`src/rtl/ram_dual_arb_pkg.sv`:
```
// ram_dual_arb_pkg
//   Shared constants and helpers for the dual-port RAM arbiter:
//   - idx_width(): requester index width for a given requester count
//   - PORT0 / PORT1: RAM port numbering used to index per-port state
//   - response tag layout {valid, idx}: idx in the low bits, valid just above
package ram_dual_arb_pkg;

    localparam int PORT0 = 0;
    localparam int PORT1 = 1;
    localparam int NPORT = 2;

    // Response tag {valid, idx}: idx starts at bit 0, valid sits at bit idx_w.
    localparam int TAG_IDX_LSB = 0;

    function automatic int idx_width(input int n);
        return (n <= 2) ? 1 : $clog2(n);
    endfunction

    function automatic int tag_vld_pos(input int idx_w);
        return idx_w;
    endfunction

endpackage

```
`src/rtl/ram_dual_arb_rr_pick.sv`:
```
// ram_dual_arb_rr_pick
//   Rotating first-one finder. Scans (req & mask) starting at 'start' and
//   wrapping modulo NREQ; reports whether any bit was found and its index.
//   Ports:
//     req   [NREQ]   request vector
//     start [IDX_W]  first index to scan
//     mask  [NREQ]   eligibility mask (1 = may be picked)
//     found          at least one eligible request
//     idx   [IDX_W]  index of the first eligible request in scan order
module ram_dual_arb_rr_pick
    import ram_dual_arb_pkg::*;
#(
    parameter int NREQ  = 4,
    parameter int IDX_W = idx_width(NREQ)
) (
    input  logic [NREQ-1:0]  req,
    input  logic [IDX_W-1:0] start,
    input  logic [NREQ-1:0]  mask,
    output logic             found,
    output logic [IDX_W-1:0] idx
);

    logic [NREQ-1:0] elig;
    logic [NREQ-1:0] rot;

    assign elig = req & mask;
    // Rotate so that bit 0 of rot corresponds to requester 'start'.
    assign rot  = NREQ'({elig, elig} >> start);

    always_comb begin
        int sum;
        found = 1'b0;
        idx   = '0;
        sum   = 0;
        for (int i = 0; i < NREQ; i++) begin
            if (!found && rot[i]) begin
                found = 1'b1;
                sum   = int'(start) + i;
                if (sum >= NREQ) sum = sum - NREQ;
                idx   = IDX_W'(sum);
            end
        end
    end

endmodule

```
`src/rtl/ram_dual_arb.sv`:
```
// ram_dual_arb
//   Shares one synchronous dual-port RAM (1-cycle registered read,
//   read-before-write) between NREQ requesters. Up to two requests are
//   granted per cycle in round-robin order: grant A drives RAM port 0,
//   grant B drives RAM port 1. Read data is routed back one cycle later.
//   Optional build macro RAM_DUAL_ARB_STAT_EN adds grant/hazard counters.
//   Ports:
//     clk, rst_n                 clock, asynchronous active-low reset
//     req_i/we_i [NREQ]          request valid / write enable per requester
//     adr_i [NREQ*adr_width]     word address, requester k at slice k
//     dat_i [NREQ*dat_width]     write data, slice k
//     ack_o [NREQ]               grant this cycle (combinational)
//     resp_o [NREQ]              response valid, one cycle after ack
//     rdata_o [NREQ*dat_width]   response data, slice k
//     ram_adr*/ram_dat*/ram_we*  RAM port 0/1 address, write data, write enable
//     ram_dat0_i/ram_dat1_i      RAM port 0/1 read data
//     stat_clr_i, stat_grant_o, stat_hazard_o   (RAM_DUAL_ARB_STAT_EN only)
module ram_dual_arb
    import ram_dual_arb_pkg::*;
#(
    parameter int NREQ      = 4,
    parameter int dat_width = 32,
    parameter int adr_width = 10
) (
    input  logic                      clk,
    input  logic                      rst_n,
`ifdef RAM_DUAL_ARB_STAT_EN
    input  logic                      stat_clr_i,
    output logic [NREQ*16-1:0]        stat_grant_o,
    output logic [15:0]               stat_hazard_o,
`endif
    input  logic [NREQ-1:0]           req_i,
    input  logic [NREQ-1:0]           we_i,
    input  logic [NREQ*adr_width-1:0] adr_i,
    input  logic [NREQ*dat_width-1:0] dat_i,
    output logic [NREQ-1:0]           ack_o,
    output logic [NREQ-1:0]           resp_o,
    output logic [NREQ*dat_width-1:0] rdata_o,
    output logic [adr_width-1:0]      ram_adr0_o,
    output logic [adr_width-1:0]      ram_adr1_o,
    output logic [dat_width-1:0]      ram_dat0_o,
    output logic [dat_width-1:0]      ram_dat1_o,
    output logic                      ram_we0_o,
    output logic                      ram_we1_o,
    input  logic [dat_width-1:0]      ram_dat0_i,
    input  logic [dat_width-1:0]      ram_dat1_i
);

    localparam int IDX_W   = idx_width(NREQ);
    localparam int TAG_W   = IDX_W + 1;
    localparam int TAG_VLD = tag_vld_pos(IDX_W);

    logic [IDX_W-1:0]     rr_ptr;
    logic [TAG_W-1:0]     tag_p1 [NPORT];

    logic                 found_a, found_b;
    logic [IDX_W-1:0]     idx_a, idx_b, start_b;
    logic [NREQ-1:0]      mask_a, mask_b, hazard, onehot_a, onehot_b;
    logic [adr_width-1:0] adr_a, adr_b;
    logic [dat_width-1:0] dat_a, dat_b;
    logic                 we_a, we_b;

    function automatic logic [IDX_W-1:0] wrap_inc(input logic [IDX_W-1:0] v);
        if (int'(v) >= NREQ - 1) return '0;
        return v + IDX_W'(1);
    endfunction

    // Stage 0: grant selection (combinational)
    assign mask_a = '1;

    ram_dual_arb_rr_pick #(.NREQ(NREQ), .IDX_W(IDX_W)) u_pick_a (
        .req   (req_i),
        .start (rr_ptr),
        .mask  (mask_a),
        .found (found_a),
        .idx   (idx_a)
    );

    assign adr_a = adr_i[int'(idx_a)*adr_width +: adr_width];
    assign dat_a = dat_i[int'(idx_a)*dat_width +: dat_width];
    assign we_a  = we_i[idx_a];

    // Grant B may not reuse A's requester, nor touch A's address when either
    // side writes; read+read to the same word is harmless on a dual-port RAM.
    for (genvar k = 0; k < NREQ; k++) begin : g_mask
        assign onehot_a[k] = found_a && (idx_a == IDX_W'(k));
        assign onehot_b[k] = found_b && (idx_b == IDX_W'(k));
        assign hazard[k]   = (adr_i[k*adr_width +: adr_width] == adr_a) && (we_i[k] || we_a);
        assign mask_b[k]   = !onehot_a[k] && !hazard[k];
    end

    assign start_b = wrap_inc(idx_a);

    ram_dual_arb_rr_pick #(.NREQ(NREQ), .IDX_W(IDX_W)) u_pick_b (
        .req   (req_i),
        .start (start_b),
        .mask  (mask_b),
        .found (found_b),
        .idx   (idx_b)
    );

    assign adr_b = adr_i[int'(idx_b)*adr_width +: adr_width];
    assign dat_b = dat_i[int'(idx_b)*dat_width +: dat_width];
    assign we_b  = we_i[idx_b];

    assign ack_o      = rst_n ? (onehot_a | onehot_b) : '0;
    assign ram_adr0_o = found_a ? adr_a : '0;
    assign ram_dat0_o = found_a ? dat_a : '0;
    assign ram_we0_o  = rst_n && found_a && we_a;
    assign ram_adr1_o = found_b ? adr_b : '0;
    assign ram_dat1_o = found_b ? dat_b : '0;
    assign ram_we1_o  = rst_n && found_b && we_b;

    // Stage 0 -> 1: round-robin pointer and response tags
    always_ff @(posedge clk or negedge rst_n) begin
        if (!rst_n) begin
            rr_ptr        <= '0;
            tag_p1[PORT0] <= '0;
            tag_p1[PORT1] <= '0;
        end else begin
            if (found_b)      rr_ptr <= wrap_inc(idx_b);
            else if (found_a) rr_ptr <= wrap_inc(idx_a);
            tag_p1[PORT0] <= {found_a, idx_a};
            tag_p1[PORT1] <= {found_b, idx_b};
        end
    end

    // Stage 1: route RAM read data back to the tagged requester
    always_comb begin
        logic [dat_width-1:0] rd;
        resp_o  = '0;
        rdata_o = '0;
        rd      = '0;
        for (int p = 0; p < NPORT; p++) begin
            rd = (p == PORT0) ? ram_dat0_i : ram_dat1_i;
            if (tag_p1[p][TAG_VLD]) begin
                resp_o[tag_p1[p][TAG_IDX_LSB +: IDX_W]] = 1'b1;
                rdata_o[int'(tag_p1[p][TAG_IDX_LSB +: IDX_W])*dat_width +: dat_width] = rd;
            end
        end
    end

`ifdef RAM_DUAL_ARB_STAT_EN
    function automatic logic [15:0] sat_inc(input logic [15:0] v);
        return (v == 16'hFFFF) ? v : v + 16'd1;
    endfunction

    logic [15:0] grant_cnt [NREQ];
    logic [15:0] hazard_cnt;
    logic        hazard_skip;

    // A skip is any other requesting master masked out because of A's address.
    assign hazard_skip = found_a && |(req_i & hazard & ~onehot_a);

    always_ff @(posedge clk or negedge rst_n) begin
        if (!rst_n) begin
            for (int k = 0; k < NREQ; k++) grant_cnt[k] <= '0;
            hazard_cnt <= '0;
        end else if (stat_clr_i) begin
            for (int k = 0; k < NREQ; k++) grant_cnt[k] <= '0;
            hazard_cnt <= '0;
        end else begin
            for (int k = 0; k < NREQ; k++)
                if (onehot_a[k] || onehot_b[k]) grant_cnt[k] <= sat_inc(grant_cnt[k]);
            if (hazard_skip) hazard_cnt <= sat_inc(hazard_cnt);
        end
    end

    for (genvar k = 0; k < NREQ; k++) begin : g_stat
        assign stat_grant_o[k*16 +: 16] = grant_cnt[k];
    end
    assign stat_hazard_o = hazard_cnt;
`else
    // Statistics compiled out: no counters, no extra ports.
`endif

endmodule

```
`config.mk`:
```
export PLATFORM = sky130hd
export DESIGN_NAME = ram_dual_arb
export DESIGN_NICKNAME = d
export VERILOG_FILES = /design/src/rtl/ram_dual_arb_pkg.sv /design/src/rtl/ram_dual_arb_rr_pick.sv /design/src/rtl/ram_dual_arb.sv
export SDC_FILE = /design/constraint.sdc
export NUM_CORES = 1
export LEC_CHECK = 0
export ABC_AREA = 0
export BUFFER_PORTS_ARGS = -buffer_cell sky130_fd_sc_hd__buf_2
export CAP_MARGIN = 15
export CORE_AREA = 2 2 180 182
export DETAILED_ROUTE_END_ITERATION = 10
export DIE_AREA = 0 0 182 184
export PLACE_DENSITY = 0.45
export SYNTH_ARGS = -nofsm -noshare
export SYNTH_HDL_FRONTEND = slang
export SYNTH_HIERARCHICAL = 1
export SYNTH_SLANG_ARGS = --single-unit
```
`constraint.sdc`:
```
create_clock -name clk -period 6.6 [get_ports clk]
set_input_delay 1.65 -clock clk [delete_from_list [all_inputs] [get_ports clk]]
set_output_delay 1.65 -clock clk [all_outputs]
set_load 0.05 [all_outputs]
```
==> parameters.txt <==
Parameter                              Value

Run status
  Status    finished with violations
  Violated checks    negative setup slack

Detailed routing
  Remaining antenna violation count after routing    0
  Total iterations of the first detailed-routing run    5
  DRC    0
  Post-detailed-route via-to-cell ratio    5.092
  Detailed-route wire length    33630 um
  Total number of vias    7938
  Starting DRC count in detailed routing    358
  Detailed-route wire length per cell    21.57 um

Placement
  GPL Wtd Cong    0.8284
  Setup Slack @ Placement    -0.6654 ns
  Port bufs    463
  Final HPWL DP    26890 um

Setup path
  Slowest cell on the critical path    sky130_fd_sc_hd__mux4_2
  Max incr delay on CP    0.51 ns
  Beginning of the critical path    req_i[3]
  Sort of element at the start of the critical path    primary input
  Crit Path Class    primary input to primary output
  Cell breakdown of the critical path    buf_6 -> and2_4 -> o21ai_4 -> a211oi_4 -> buf_6 -> buf_4 -> mux2i_4 -> xnor2_2 -> nor4_2 -> a31oi_1 -> o21a_1 -> nand2_2 -> nor3b_4 -> a211oi_4 -> buf_12 -> buf_12 -> mux4_2 -> and2_4 -> buf_6
  Gate family responsible for the most delay along the worst path    compound AO/OA/AOI/OAI gates
  Worst path most repeated cell    sky130_fd_sc_hd__buf_6
  Arrival time worst endpoint    5.30 ns
  Data required time of the critical path    4.95 ns
  Worst setup EP type    primary output
  Max Fanout on Critical Path    7
  Buf/Inv on CP    6
  R2R Path Start    rr_ptr[1]

Power
  Pwr Density    349.0 nW/um2
  Largest vdd supply drop    0.2038 mV
  Static Leak    5.026 nW
  Overall power consumption    0.003698 W

Die
  Placeable core area    31390 um2
  Initial Utilization    19.76%
  Cell row count    65
  Die H    184 um
  Die width    182 um
  Boundary Pins    464
  Floorplan die area    33490 um2

Finish
  Fraction of final layout cells with drive strength greater than 1    65.22%
  Layout Area Growth over Synthesis    70.83%
  Net total in the final layout    1418
  Reg area    200.2 um2
  Final-layout fill cell count    3280
  Multi-input combinational cell area    6001 um2

STA
  Unrepaired setup endpoints after global routing    true
  Setup skew after layout    0.003320 ns
  Final clock period utilization by the worst path    105.4%
  Top achievable clock speed    143.8 MHz
  Fin. max-slew vios    0
  Number of hold violations in the final report    0
  Minimum period implied by the final worst setup slack    6.954 ns
  Final Setup Violations    47
  Post-layout worst setup margin    -0.3538 ns
  Measured slew at the worst slew-check pin    0.5221 ns
  Tightest slew margin relative to the limit    65.19%

Yosys
  Count of cell types in the netlist    59
  Share of flip-flops with an asynchronous set or reset    100.0%
  Syn. warnings    6
  Portion of synthesized cell area occupied by the leading cell type    29.78%
  Synthesized area per cell    9.299 um2
  Leading cell type by number of instances after synthesis    sky130_fd_sc_hd__a22o_1
  Cell type with the highest aggregate area in the netlist    sky130_fd_sc_hd__mux4_2
  Top post-synthesis cells by area    sky130_fd_sc_hd__mux4_2, sky130_fd_sc_hd__a22o_1, sky130_fd_sc_hd__and2_1, sky130_fd_sc_hd__xnor2_1, sky130_fd_sc_hd__ha_1
  Top cells by instance count after synthesis    sky130_fd_sc_hd__a22o_1, sky130_fd_sc_hd__mux4_2, sky130_fd_sc_hd__and2_1, sky130_fd_sc_hd__clkbuf_1, sky130_fd_sc_hd__xnor2_1
  Post-synthesis instance area    6202 um2
  Count of mapped cells out of synthesis    667
  Part of the Yosys area used for sequential elements    3.228%
  Post-synth EDFFs    0
  Most instantiated flip-flop cell in the synthesis netlist    sky130_fd_sc_hd__dfrtp_1
  Count of state elements after synthesis    8

Global routing
  All-layer global routing usage    18.72%
  Number of antenna violations at the first check in global routing    7
  Number of global-route vias before repair    8210
  Maximum number of pins on one net before global-route repair    33
  Wire length of the first global-routing pass    48920 um
  Overflow left after global routing    0

Clocking
  Root buf cell    sky130_fd_sc_hd__clkbuf_16
  # clock sinks    8
  Clock latency at the later pin of the worst-skew pair    0.23 ns
  Clock tree from TritonCTS    yes
  TritonCTS Buffers    3
  Buffer levels on the longest clock path    2
  Worst-path clk slew    0.04 ns
  Maximum level of the CTS H-tree    1

Flow run
  Number of max-capacitance violations reported    0

Hold path
  Origin of the worst min-delay path    rr_ptr[0]
  Worst min-delay path category    flop to flop
==> layout make-up <==
cell class | instances | share of cell area [%]
multi-input combinational | 557 | 56.64
timing repair buffer | 571 | 35.43
tap | 402 | 4.747
sequential | 8 | 1.889
clock buffer | 3 | 0.7085
inverter | 14 | 0.4960
antenna | 4 | 0.09447
==> timing repair <==
item,in CTS,in global routing
cloned,4,0
resized for setup,168,28
endpoints found under the setup margin,47,47
hold endpoints to repair,0,0
setup buffers,28,2
pin swaps,52,19
hold buffers,0,0
==> stage by stage <==
step	util [%]	instance area, um2	TNS, ns	std cells	hold WS, ns
floorplan	-	6422	0	672	0.5975
global placement	30.53	9584	-28.50	1524	0.7305
detailed placement	30.53	9584	-28.33	1524	0.7178
CTS	33.67	10570	-14.46	1557	0.7433
global route	33.75	10600	-21.25	1559	0.8206
finish	33.75	10600	-14.97	1559	0.7422
==> cell families (layout without fill, tap and decap cells) <==
| family | after synthesis | after routing | share of synthesized area, % |
|---|---|---|---|
| muxes | 109 | 109 | 34.42 |
| xor gates and xnor gates | 65 | 65 | 9.179 |
| adders and majority gates | 21 | 21 | 4.236 |
| other | 1 | 10 | 0.06046 |
| buffers and inverters | 107 | 588 | 7.646 |
| DFF | 8 | 8 | 3.228 |
| AOI/OAI and AO/OA | 195 | 195 | 25.84 |
| and+or+nand+nor | 161 | 161 | 15.39 |
==> layout by cell type, fill, tap and decap left out, types with 5 or more instances in the layout <==
cell type,count
sky130_fd_sc_hd__a21oi_1,10
sky130_fd_sc_hd__a22o_1,131
sky130_fd_sc_hd__and2_1,40
sky130_fd_sc_hd__and2_4,43
sky130_fd_sc_hd__buf_12,17
sky130_fd_sc_hd__buf_2,414
sky130_fd_sc_hd__buf_4,87
sky130_fd_sc_hd__buf_6,32
sky130_fd_sc_hd__buf_8,20
sky130_fd_sc_hd__conb_1,6
sky130_fd_sc_hd__dfrtp_1,8
sky130_fd_sc_hd__ha_1,18
sky130_fd_sc_hd__inv_1,10
sky130_fd_sc_hd__mux2i_1,20
sky130_fd_sc_hd__mux4_2,82
sky130_fd_sc_hd__nand2_1,23
sky130_fd_sc_hd__nand3_1,5
sky130_fd_sc_hd__nor2b_1,6
sky130_fd_sc_hd__o21ai_0,12
sky130_fd_sc_hd__xnor2_1,40
sky130_fd_sc_hd__xor2_1,23
==> flip-flops by register name, summed over array words and instances, names as in the netlist <==
register and count:
tag_p1 6, rr_ptr 2
==> path summary, 6_finish.rpt <==
kind	endpoint	slack [ns]	cells past startpoint
worst max-delay path	ram_dat1_o[16]	-0.35	19
worst min-delay path	rr_ptr[0]	0.74	2
worst max register to register	rr_ptr[1]	2.57	19
min in group asynchronous	rr_ptr[0]	1.32	1
worst min register to register	rr_ptr[0]	0.74	2
max in group asynchronous	tag_p1[3]	5.01	1
==> power by group <==
group	switching, W	internal (W)	total (W)
clock	0.0000243	0.0000782	0.000103
combinational	0.00204	0.00145	0.00349
sequential	0.0000389	0.0000642	0.000103
==> layer usage <==
metal	part of all wire, %	vias to the layer above	global-route usage (%)	routed length (um)
li1	-	3573	-	-
met1	36	3912	20.25	12040
met2	54	400	36.69	18260
met3	7.1	47	3.764	2392
met4	2.6	6	5.161	889
met5	0.13	-	0	44
==> tightest hold or removal path: cells and delay by family (launching register included) <==
family,cells,cell delay (ns)
flops,1,0.46
compound gates,1,0.08
mux,1,0.15
Note: power is estimated with default switching activity, not from simulation.
